File: src/rtl/div_result_fifo.sv
// div_result_fifo
//   Capture stage behind the 4-bit integer divider. Each rising edge of the
//   divider's done level stores {error, remainder, quotient} into a small
//   first-word-fall-through FIFO. The consumer drains that FIFO through a
//   valid/ready handshake. A result that arrives while the FIFO is full is
//   dropped, and the sticky overflow flag records the drop.
//
//   Optional statistics: define DIV_RESULT_STATS_EN to add res_cnt/err_cnt.
//
// Ports
//   clk            system clock, rising edge
//   rst            asynchronous active-low reset
//   done_in        divider done level; one result per 0->1 transition
//   error_in       divider error flag, sampled with done_in
//   quotient_in    divider quotient
//   remainder_in   divider remainder
//   out_valid      head entry available
//   out_ready      consumer accepts the head entry
//   out_quotient   head entry quotient
//   out_remainder  head entry remainder
//   out_error      head entry error flag
//   count          number of stored entries, 0..DEPTH
//   full           count == DEPTH
//   overflow       sticky: a result was dropped
//   ovf_clr        synchronous clear of overflow
//   res_cnt        (DIV_RESULT_STATS_EN) accepted pushes, saturating at 255
//   err_cnt        (DIV_RESULT_STATS_EN) accepted error pushes, saturating at 255
//
// Handshake: the head entry transfers on every rising clk edge where
// out_valid=1 and out_ready=1. out_valid never depends on out_ready.
// out_ready is ignored while out_valid=0. The head data stays stable
// until it transfers.
module div_result_fifo #(
   parameter int DATA_W = 4,
   parameter int DEPTH  = 4,
   parameter int AW     = 2
) (
   input  logic              clk,
   input  logic              rst,
   input  logic              done_in,
   input  logic              error_in,
   input  logic [DATA_W-1:0] quotient_in,
   input  logic [DATA_W-1:0] remainder_in,
   output logic              out_valid,
   input  logic              out_ready,
   output logic [DATA_W-1:0] out_quotient,
   output logic [DATA_W-1:0] out_remainder,
   output logic              out_error,
   output logic [AW:0]       count,
   output logic              full,
   output logic              overflow,
   input  logic              ovf_clr
`ifdef DIV_RESULT_STATS_EN
   ,
   output logic [7:0]        res_cnt,
   output logic [7:0]        err_cnt
`endif
);

   localparam int          EW      = 2 * DATA_W + 1;
   localparam logic [AW:0] DEPTH_C = (AW + 1)'(DEPTH);

   logic [EW-1:0] mem [DEPTH];
   logic [AW-1:0] wr_ptr;
   logic [AW-1:0] rd_ptr;
   logic          done_d;
   logic          capture;
   logic          pop;
   logic          push;
   logic          drop;

   assign capture = done_in & ~done_d;
   assign pop     = out_valid & out_ready;
   // A pop in the same cycle frees the slot, so a full FIFO still accepts the push.
   assign push    = capture & (~full | pop);
   assign drop    = capture & full & ~pop;

   assign out_valid = (count != '0);
   assign full      = (count == DEPTH_C);
   assign {out_error, out_remainder, out_quotient} = mem[rd_ptr];

   // Storage carries no reset. Stale words are never visible because out_valid gates them.
   always_ff @(posedge clk) begin
      if (push) begin
         mem[wr_ptr] <= {error_in, remainder_in, quotient_in};
      end
   end

   always_ff @(posedge clk or negedge rst) begin
      if (!rst) begin
         wr_ptr   <= '0;
         rd_ptr   <= '0;
         count    <= '0;
         overflow <= 1'b0;
         // Reset done_d to 1 so a done level held across reset is not captured again.
         done_d   <= 1'b1;
      end else begin
         done_d <= done_in;
         if (push) begin
            wr_ptr <= wr_ptr + AW'(1);
         end
         if (pop) begin
            rd_ptr <= rd_ptr + AW'(1);
         end
         case ({push, pop})
            2'b10:   count <= count + (AW + 1)'(1);
            2'b01:   count <= count - (AW + 1)'(1);
            default: count <= count;
         endcase
         // A drop in the same cycle as ovf_clr takes priority, so the drop is not lost.
         if (drop) begin
            overflow <= 1'b1;
         end else if (ovf_clr) begin
            overflow <= 1'b0;
         end
      end
   end

`ifdef DIV_RESULT_STATS_EN
   always_ff @(posedge clk or negedge rst) begin
      if (!rst) begin
         res_cnt <= '0;
         err_cnt <= '0;
      end else if (push) begin
         if (res_cnt != 8'hFF) begin
            res_cnt <= res_cnt + 8'd1;
         end
         if (error_in && (err_cnt != 8'hFF)) begin
            err_cnt <= err_cnt + 8'd1;
         end
      end
   end
`endif

endmodule

File: config.mk
export PLATFORM = sky130hd
export DESIGN_NAME = div_result_fifo
export DESIGN_NICKNAME = d
export VERILOG_FILES = /design/src/rtl/div_result_fifo.sv
export SDC_FILE = /design/constraint.sdc
export NUM_CORES = 1
export LEC_CHECK = 0
export BUFFER_PORTS_ARGS = -buffer_cell sky130_fd_sc_hd__buf_2
export CORE_MARGIN = 8
export CORE_UTILIZATION = 30
export DETAILED_ROUTE_END_ITERATION = 8
export PLACE_DENSITY = 0.55
export SKIP_CTS_REPAIR_TIMING = 1
export SLEW_MARGIN = 20
export SYNTH_ARGS = -nofsm -noshare
export SYNTH_HDL_FRONTEND = slang
export SYNTH_SLANG_ARGS = --single-unit
export TNS_END_PERCENT = 30
File: constraint.sdc
create_clock -name clk -period 5.08 [get_ports clk]
set_clock_uncertainty 0.15 [all_clocks]
set_input_delay 0.254 -clock clk [delete_from_list [all_inputs] [get_ports clk]]
set_output_delay 0.254 -clock clk [all_outputs]
set_load 0.02 [all_outputs]
* Word-level counts from Yosys, hierarchy flattened *
Memory sizes are Yosys's and may differ from the RTL's.
Index checks and enable logic that the tools add are counted.

word-level totals
  register bits = 9
  memory bits (writable) = 36
  memories = 1

cells by class
  $add $sub $neg = 4
  equality and inequality tests = 3
  muxes and demuxes = 5
  bitwise gates (word level) = 9
  reductions and logical operators = 3

memories
  name  depth  bits a word  read ports  clocked after Yosys merged registers in  wr ports  line  source
  mem   4      9            1           0                                        1         63    logic [EW-1:0] mem [DEPTH];

operators with widths
  operator                                                               count
  3-bit case mux with 2 select lines                                     1
  1-bit bitwise AND                                                      5
  2-bit by 1-bit adder with 2-bit output, second input constant          2
  1-bit 2-to-1 mux                                                       4
  2-bit nonzero test                                                     2
  3-bit by 1-bit adder with 3-bit output, second input constant          1
  3-bit equality test, second input constant                             1
  1-bit NOT                                                              3
  3-bit nonzero test                                                     1
  3-bit by 1-bit subtractor with 3-bit output, second input constant     1
  2-bit by 1-bit equality test with 1-bit output, second input constant  1
  2-bit equality test, second input constant                             1
  1-bit OR                                                               1

* Depth between registers and ports, before layout *
Gate-level depths: netlist (run 1).

  depth in word-level cells = 6
  depth in mapped cells = 7
  depth with buffers taken out = 6

* Worst setup path after synthesis (run 1) *
OpenSTA, ideal clock, no wires.

  path type = reg-to-reg
  start = register count[0]
  end = register count[2]
  data arrival time = 1.695 ns
  path slack = 3.102 ns
  stages on the path, launching flop included = 7
  buffers on the path = 0
  cells stage by stage = dfrtp_1 > o31a_1 > nand2_1 > fa_1 > nor4_1 > a31oi_1 > xnor2_1

between the ends
  longest elaborated chain between the ends = 6

RTL lines
  element                                                                                line    source
  start, declared                                                                        49      output logic [AW:0] count,
  start signal, assigned                                                                 106     2'b10: count <= count + (AW + 1)'(1);
  start signal, assigned                                                                 107     2'b01: count <= count - (AW + 1)'(1);
  start signal, assigned                                                                 108     default: count <= count;
  3-bit nonzero test or 3-bit equality test (tied branches)                              78, 79
  1-bit bitwise AND or 1-bit NOT (tied branches)                                         73, 75
  1-bit OR                                                                               75      assign push = capture & (~full | pop);
  1-bit bitwise AND                                                                      75
  2-bit by 1-bit equality test with 1-bit output or 2-bit equality test (tied branches)  105     case ({push, pop})
  3-bit case mux with 2 select lines or 2-bit nonzero test (tied branches)               -

Several ways; a longest one is shown, not always the timed one.
A chain may end at the register's enable or synchronous reset.

* Worst setup path in the final report (run 1) *
  start = register rd_ptr[0]
  end = output port out_remainder[2]

between the ends
  longest elaborated chain between the ends = 1

RTL lines
  element                 line  source
  start, declared         65    logic [AW-1:0] rd_ptr;
  start signal, assigned  103   rd_ptr <= rd_ptr + AW'(1);
  memory read 4 x 9 bit   -
  end, declared           47    output logic [DATA_W-1:0] out_remainder,

No other way between the ends.

==> out/results.txt, run 1 <==
Critical Path RT = 4680 ps
Worst Setup Start Kind = flop
Max Clk Rate = 445.3 MHz
Max-slew violation total from the final report = 0
CTS sink cnt = 45
WL final = 3340 µm
Grt ovf = 0
Num ports = 29
P_leak = 0.8006 nW
Htree depth = 2
Routed length per placed instance = 15.83 µm
Worst Slack Setup Final = 2834 ps
Sequential share of the synthesized area = 0.7133
Die height = 94.17 µm
Via Count = 956
Starting density of the core = 0.3096
DRC = 0
Post-route cell area = 2167 µm²
CTS max path bufs = 2
Syn_nets = 120
Syn Area/Cell = 18.15 µm²
First-pass GRT wire length = 5188 µm
P&R area growth vs syn = 18.23%
Area contributors post-synth = edfxtp_1 (59%), mux4_2 (11%), dfrtp_1 (11%)
Crit. Startpoint = rd_ptr[0]
Crit end category = output port
RD Place Congestion = 0.7395
Final Cycle Share = 0.4420
Setup slack, reg-to-reg = 2970 ps
Top-area cell type share of the netlist area = 0.5898
Total Power = 0.001132 W
Hold Fails Final Rpt = 0
Die width = 94.17 µm
Seq cells post-synth = 45
Insertion delay to the later sink of the worst-skew pair = 290 ps
Pre-antenna DRT Iters = 4
CTS Buf Count = 5
Setup CP Type = flop to output port
DP Wirelength = 2372 µm
Crit Path Max Fanout = 11
Most area-hungry cell type in the Yosys netlist = edfxtp_1
Multi-input logic area = 485.5 µm²
Dpl ws = 2995 ps
Max-slew headroom = 0.5543
TritonCTS clock tree = done
Hold path cells = 1
Peak VDD IR = 214.8 µV
Worst Hold Class = input port to flop
RSZ-0062 raised after global routing = false
Core area = 5921 µm²
Vias/cell = 4.531
Total Routing Usage GR = 0.07984
Clk slew on worst S/H paths = 90 ps
Share of cells above drive strength 1 = 0.3456
Vias in the first global route = 1,053
Total Die Area = 8867 µm²
Antenna diode count = 0
Power per cell area = 522.2 nW/µm²
Fillcell total = 573
Capture point of the worst reg-to-reg path = count[2]
Hold Startpoint = quotient_in[2]
Post-Syn Area = 1833 µm²
Run status = completed
Largest net degree at the start of global routing = 17
FF-to-FF path depth = 6
# setup viols final = 0
Fin Setup TNS = 0 ps
Post-route ant nets = 0
Port Buf Inserts = 28
WP data arrival = 1840 ps
Hold EP = mem[1][2]
Yosys warning total = 0
Final Critical Period = 2246 ps
Initial DRC Count = 28
Final #Nets = 154
Worst Max-Slew Pin Slew = 668.6 ps
Distinct cells, synth = 26
Reg-to-reg startpoint = done_d
Mapped Cells = 101
Root Buffer = clkbuf_8
Maxcap violations = 0
Area of placed instances = 2053 µm²
Row count = 28
Storage cell area = 1308 µm²
Initial antenna violation count = 0
## layout make-up
class | count | share of cell area
clock inverter | 3 | 0.01155
multi-input combinational | 46 | 0.2240
sequential | 45 | 0.6033
timing repair buffer | 30 | 0.07390
clock buffer | 5 | 0.03176
inverter | 7 | 0.01212
tap | 75 | 0.04330
## stage by stage
step,hold slack [ps],utilization,cells
after floorplan,-191.6,-,101
after global placement,-29.28,0.3468,201
after detailed placement,-27.99,0.3468,201
after CTS,-356.5,0.3626,209
after global routing,1.276,0.3660,211
final,18.23,0.3660,211
## synth_stat cells
cell type	count
edfxtp_1	36
mux4_2	9
dfrtp_1	8
inv_1	7
nand2_1	6
xnor2_1	5
and2_1	4
ha_1	4
a21oi_1	2
buf_2	2
nor2_1	2
o221ai_1	2
a21boi_0	1
a31oi_1	1
a32o_1	1
and3_1	1
clkbuf_1	1
dfstp_2	1
fa_1	1
nand2b_1	1
nor4_1	1
nor4b_2	1
o21ai_0	1
o31a_1	1
or3_1	1
xor2_1	1
## critical path: stages (launching register included)
cell and delay [ps]:
dfrtp_1 780, mux4_2 600, buf_2 180
## flip-flops by register name, summed over array words and instances, names as in the netlist
name	flops
mem	36
count	3
rd_ptr	2
wr_ptr	2
done_d	1
overflow	1
## per-layer routing
layer  wire [µm]  share of wire  up-vias  global-route usage
met1        1431           0.43      457             0.08698
met3         243          0.073        7             0.03038
met5           0              0        -                   0
li1            -              -      453                   -
met4          51          0.015        0             0.03963
met2        1613           0.48       39              0.1327
## cells by family (layout without fill, tap and decap cells)
group                    Yosys count  after routing  share of synthesized area
XOR/XNOR                           6              6                    0.02867
AO/OA/AOI/OAI                      9              9                    0.03550
AND/OR/NAND/NOR                   17             17                    0.05188
flip-flops                        45             45                     0.7133
multiplexers                       9              9                     0.1106
adder cells (fa/ha/maj)            5              5                    0.03823
buffers and inverters             10             45                    0.02184
## power by group
part | internal [W] | switching, W
clock | 0.0000992 | 0.000123
combinational | 0.000170 | 0.000200
sequential | 0.000460 | 0.0000801
## placed cells by master (no fill, tap or decap), types with 2 or more instances in the layout
master,synthesis,routed
nand2_1,6,6
nor2_1,2,2
ha_1,4,4
inv_1,7,7
dfrtp_1,8,8
dlygate4sd3_1,0,2
buf_2,2,28
xnor2_1,5,5
and2_1,4,4
mux4_2,9,9
a21oi_1,2,2
o221ai_1,2,2
edfxtp_1,36,36
clkbuf_8,0,5
## worst max path at each step
stage | endpoint | slack, ps | cells past startpoint
after floorplan | count[2] | 3100 | 6
after global placement | count[2] | 3030 | 6
after detailed placement | count[2] | 3000 | 6
after CTS | out_error | 2760 | 2
after global routing | out_error | 2700 | 2
final | out_remainder[2] | 2830 | 2
(Power assumes the default switching activity.)
==> run 2, diff against run 1 <==
==> constraint.sdc (replaced) <==
create_clock -name clk -period 2.1 [get_ports clk]
set_clock_uncertainty 0.15 [all_clocks]
set_input_delay 0.105 -clock clk [delete_from_list [all_inputs] [get_ports clk]]
set_output_delay 0.105 -clock clk [all_outputs]
set_load 0.02 [all_outputs]
==> run 2 against run 1 <==
Cell count rose by 11%. Sequential power rose by 140%. Worst setup slack got worse by 2700 ps. Via count rose by 9.1%. Sequential cell count did not move. Sequential share of layout area fell by 5.5 points. Worst hold slack improved by 13 ps. Total power rose to 2.6 times the previous value. Highest routed layer unchanged.
==> out/results.txt, run 2 (synthesis results as in run 1) <==
Run status = completed
CTS max path bufs = 2
# setup viols final = 0
Max incr delay on CP = 440 ps
Total Power = 0.002946 W
Multi-input logic area = 491.7 µm²
Insertion delay to the later sink of the worst-skew pair = 290 ps
Grt ovf = 0
Clk slew on worst S/H paths = 80 ps
Setup CP Type = flop to flop
Total Die Area = 8867 µm²
Delay-heaviest family, CP = flip-flops
Dpl ws = 60.28 ps
CTS Buf Count = 5
Crit Path Max Fanout = 7
RD Place Congestion = 0.7125
Initial DRC Count = 27
DRC = 0
Vias in the first global route = 1,055
Pre-antenna DRT Iters = 4
Num ports = 29
Biggest register = mem
Port Buf Inserts = 28
Clock network power share = 0.215
Worst Max-Slew Pin Slew = 489.1 ps
Power per cell area = 1231 nW/µm²
Die width = 94.17 µm
WP data arrival = 2000 ps
Max-slew headroom = 0.6739
Peak VDD IR = 733.6 µV
Global-route track usage on met1 = 0.09858
P&R area growth vs syn = 30.58%
Number of flip-flops in the largest register = 36
Final #Nets = 177
TritonCTS clock tree = done
Met2 Use GR = 0.1217
Core area = 5921 µm²
Via Count = 1,043
Largest regs = mem: 36 flops, count: 3 flops
Total Routing Usage GR = 0.08113
Crit end category = flop
Critical Path RT = 2130 ps
Most Crowded Layer GR = met2
Combinational Power Share = 0.349
Worst Setup Start Kind = flop
First-pass GRT wire length = 5395 µm
P_leak = 0.9163 nW
Post-route ant nets = 0
Final Cycle Share = 0.9371
Vias/cell = 4.457
Met3 Use GR = 0.03997
Antenna diode count = 0
FF-to-FF path depth = 6
Initial antenna violation count = 0
Htree depth = 2
Switching Fraction = 0.3306
Capture point of the worst reg-to-reg path = count[2]
Starting density of the core = 0.3096
Share of power burned in registers = 0.436
CP max stage cell = dfrtp_2
Dpl cells = 212
Power Internal = 0.001972 W
P_sw = 0.0009740 W
Most frequent cells in the layout = edfxtp_1 (36), buf_2 (28), buf_4 (13)
Worst Slack Setup Final = 132.1 ps
Maxcap violations = 0
Non-Filler Instances = 234
Commonest non-fill, non-tap cell in the layout = edfxtp_1
Hold Fails Final Rpt = 0
Storage cell area = 1313 µm²
DP Wirelength = 2452 µm
Setup slack, reg-to-reg = 130 ps
Worst Hold Class = input port to asynchronous set/reset pin
Critical path cell sequence = o31a_1 -> nand2_1 -> fa_1 -> nor4_2 -> a31oi_1 -> xnor2_1
Max Clk Rate = 508.1 MHz
Final Critical Period = 1968 ps
WL final = 3384 µm
Share of cells above drive strength 1 = 0.4025
Routed length per placed instance = 14.46 µm
CTS sink cnt = 45
Reg-to-reg startpoint = count[2]
Crit path buf inv count = 0
Largest net degree at the start of global routing = 15
Root Buffer = clkbuf_8
Post-layout util = 0.4043
Max-slew violation total from the final report = 0
Row count = 28
Die height = 94.17 µm
Fillcell total = 532
==> run 2: changes by cell type in the layout (fill, tap and decap cells not counted), moves of 4 or more <==
| cell | change |
|---|---|
| buf_4 | +13 |
| dfrtp_2 | +4 |
| dlygate4sd3_1 | +10 |
| dfrtp_1 | -4 |
==> run 2: through the flow <==
stage          setup TNS [ps]  cell area, µm²  hold WS [ps]
3_3_place_gp                0            2136        -181.9
3_5_place_dp                0            2136        -173.7
6_report                    0            2394         31.18
2_1_floorplan               0            1833        -340.6
4_1_cts                     0            2247        -499.6
5_1_grt               -0.9690            2394         26.91
==> run 2: routing by layer <==
metal  vias up  wire (µm)  part of all wire
met3         6        274             0.081
met1       508       1468              0.43
met4         0         38             0.011
li1        496          -                 -
met5         -          0                 0
met2        33       1603              0.47
==> run 2: final cells by class <==
cell class,count,share of cell area
multi-input combinational,46,0.2054
sequential,45,0.5484
tap,75,0.03921
inverter,7,0.01098
clock inverter,2,0.01620
timing repair buffer,53,0.1495
clock buffer,6,0.03032
==> run 2: how the worst max path moves through the flow <==
stage / from / to / slack (ps) / cells after the start
detailed placement: count[2] / count[2] / 60 / 6
global placement: count[2] / count[2] / 170 / 6
floorplan: count[0] / count[2] / 120 / 6
global route: count[1] / count[2] / -1 / 6
finish: count[2] / count[2] / 130 / 6
CTS: count[2] / count[2] / 6 / 6
==> run 2: power groups by stage <==
stage	clock [W]	combinational, W	sequential [W]
2_1_floorplan	0	0.000688	0.00125
3_3_place_gp	0	0.000995	0.00129
3_5_place_dp	0	0.00101	0.00130
4_1_cts	0.000650	0.00102	0.00128
5_1_grt	0.000690	0.00112	0.00131
6_report	0.000633	0.00103	0.00128
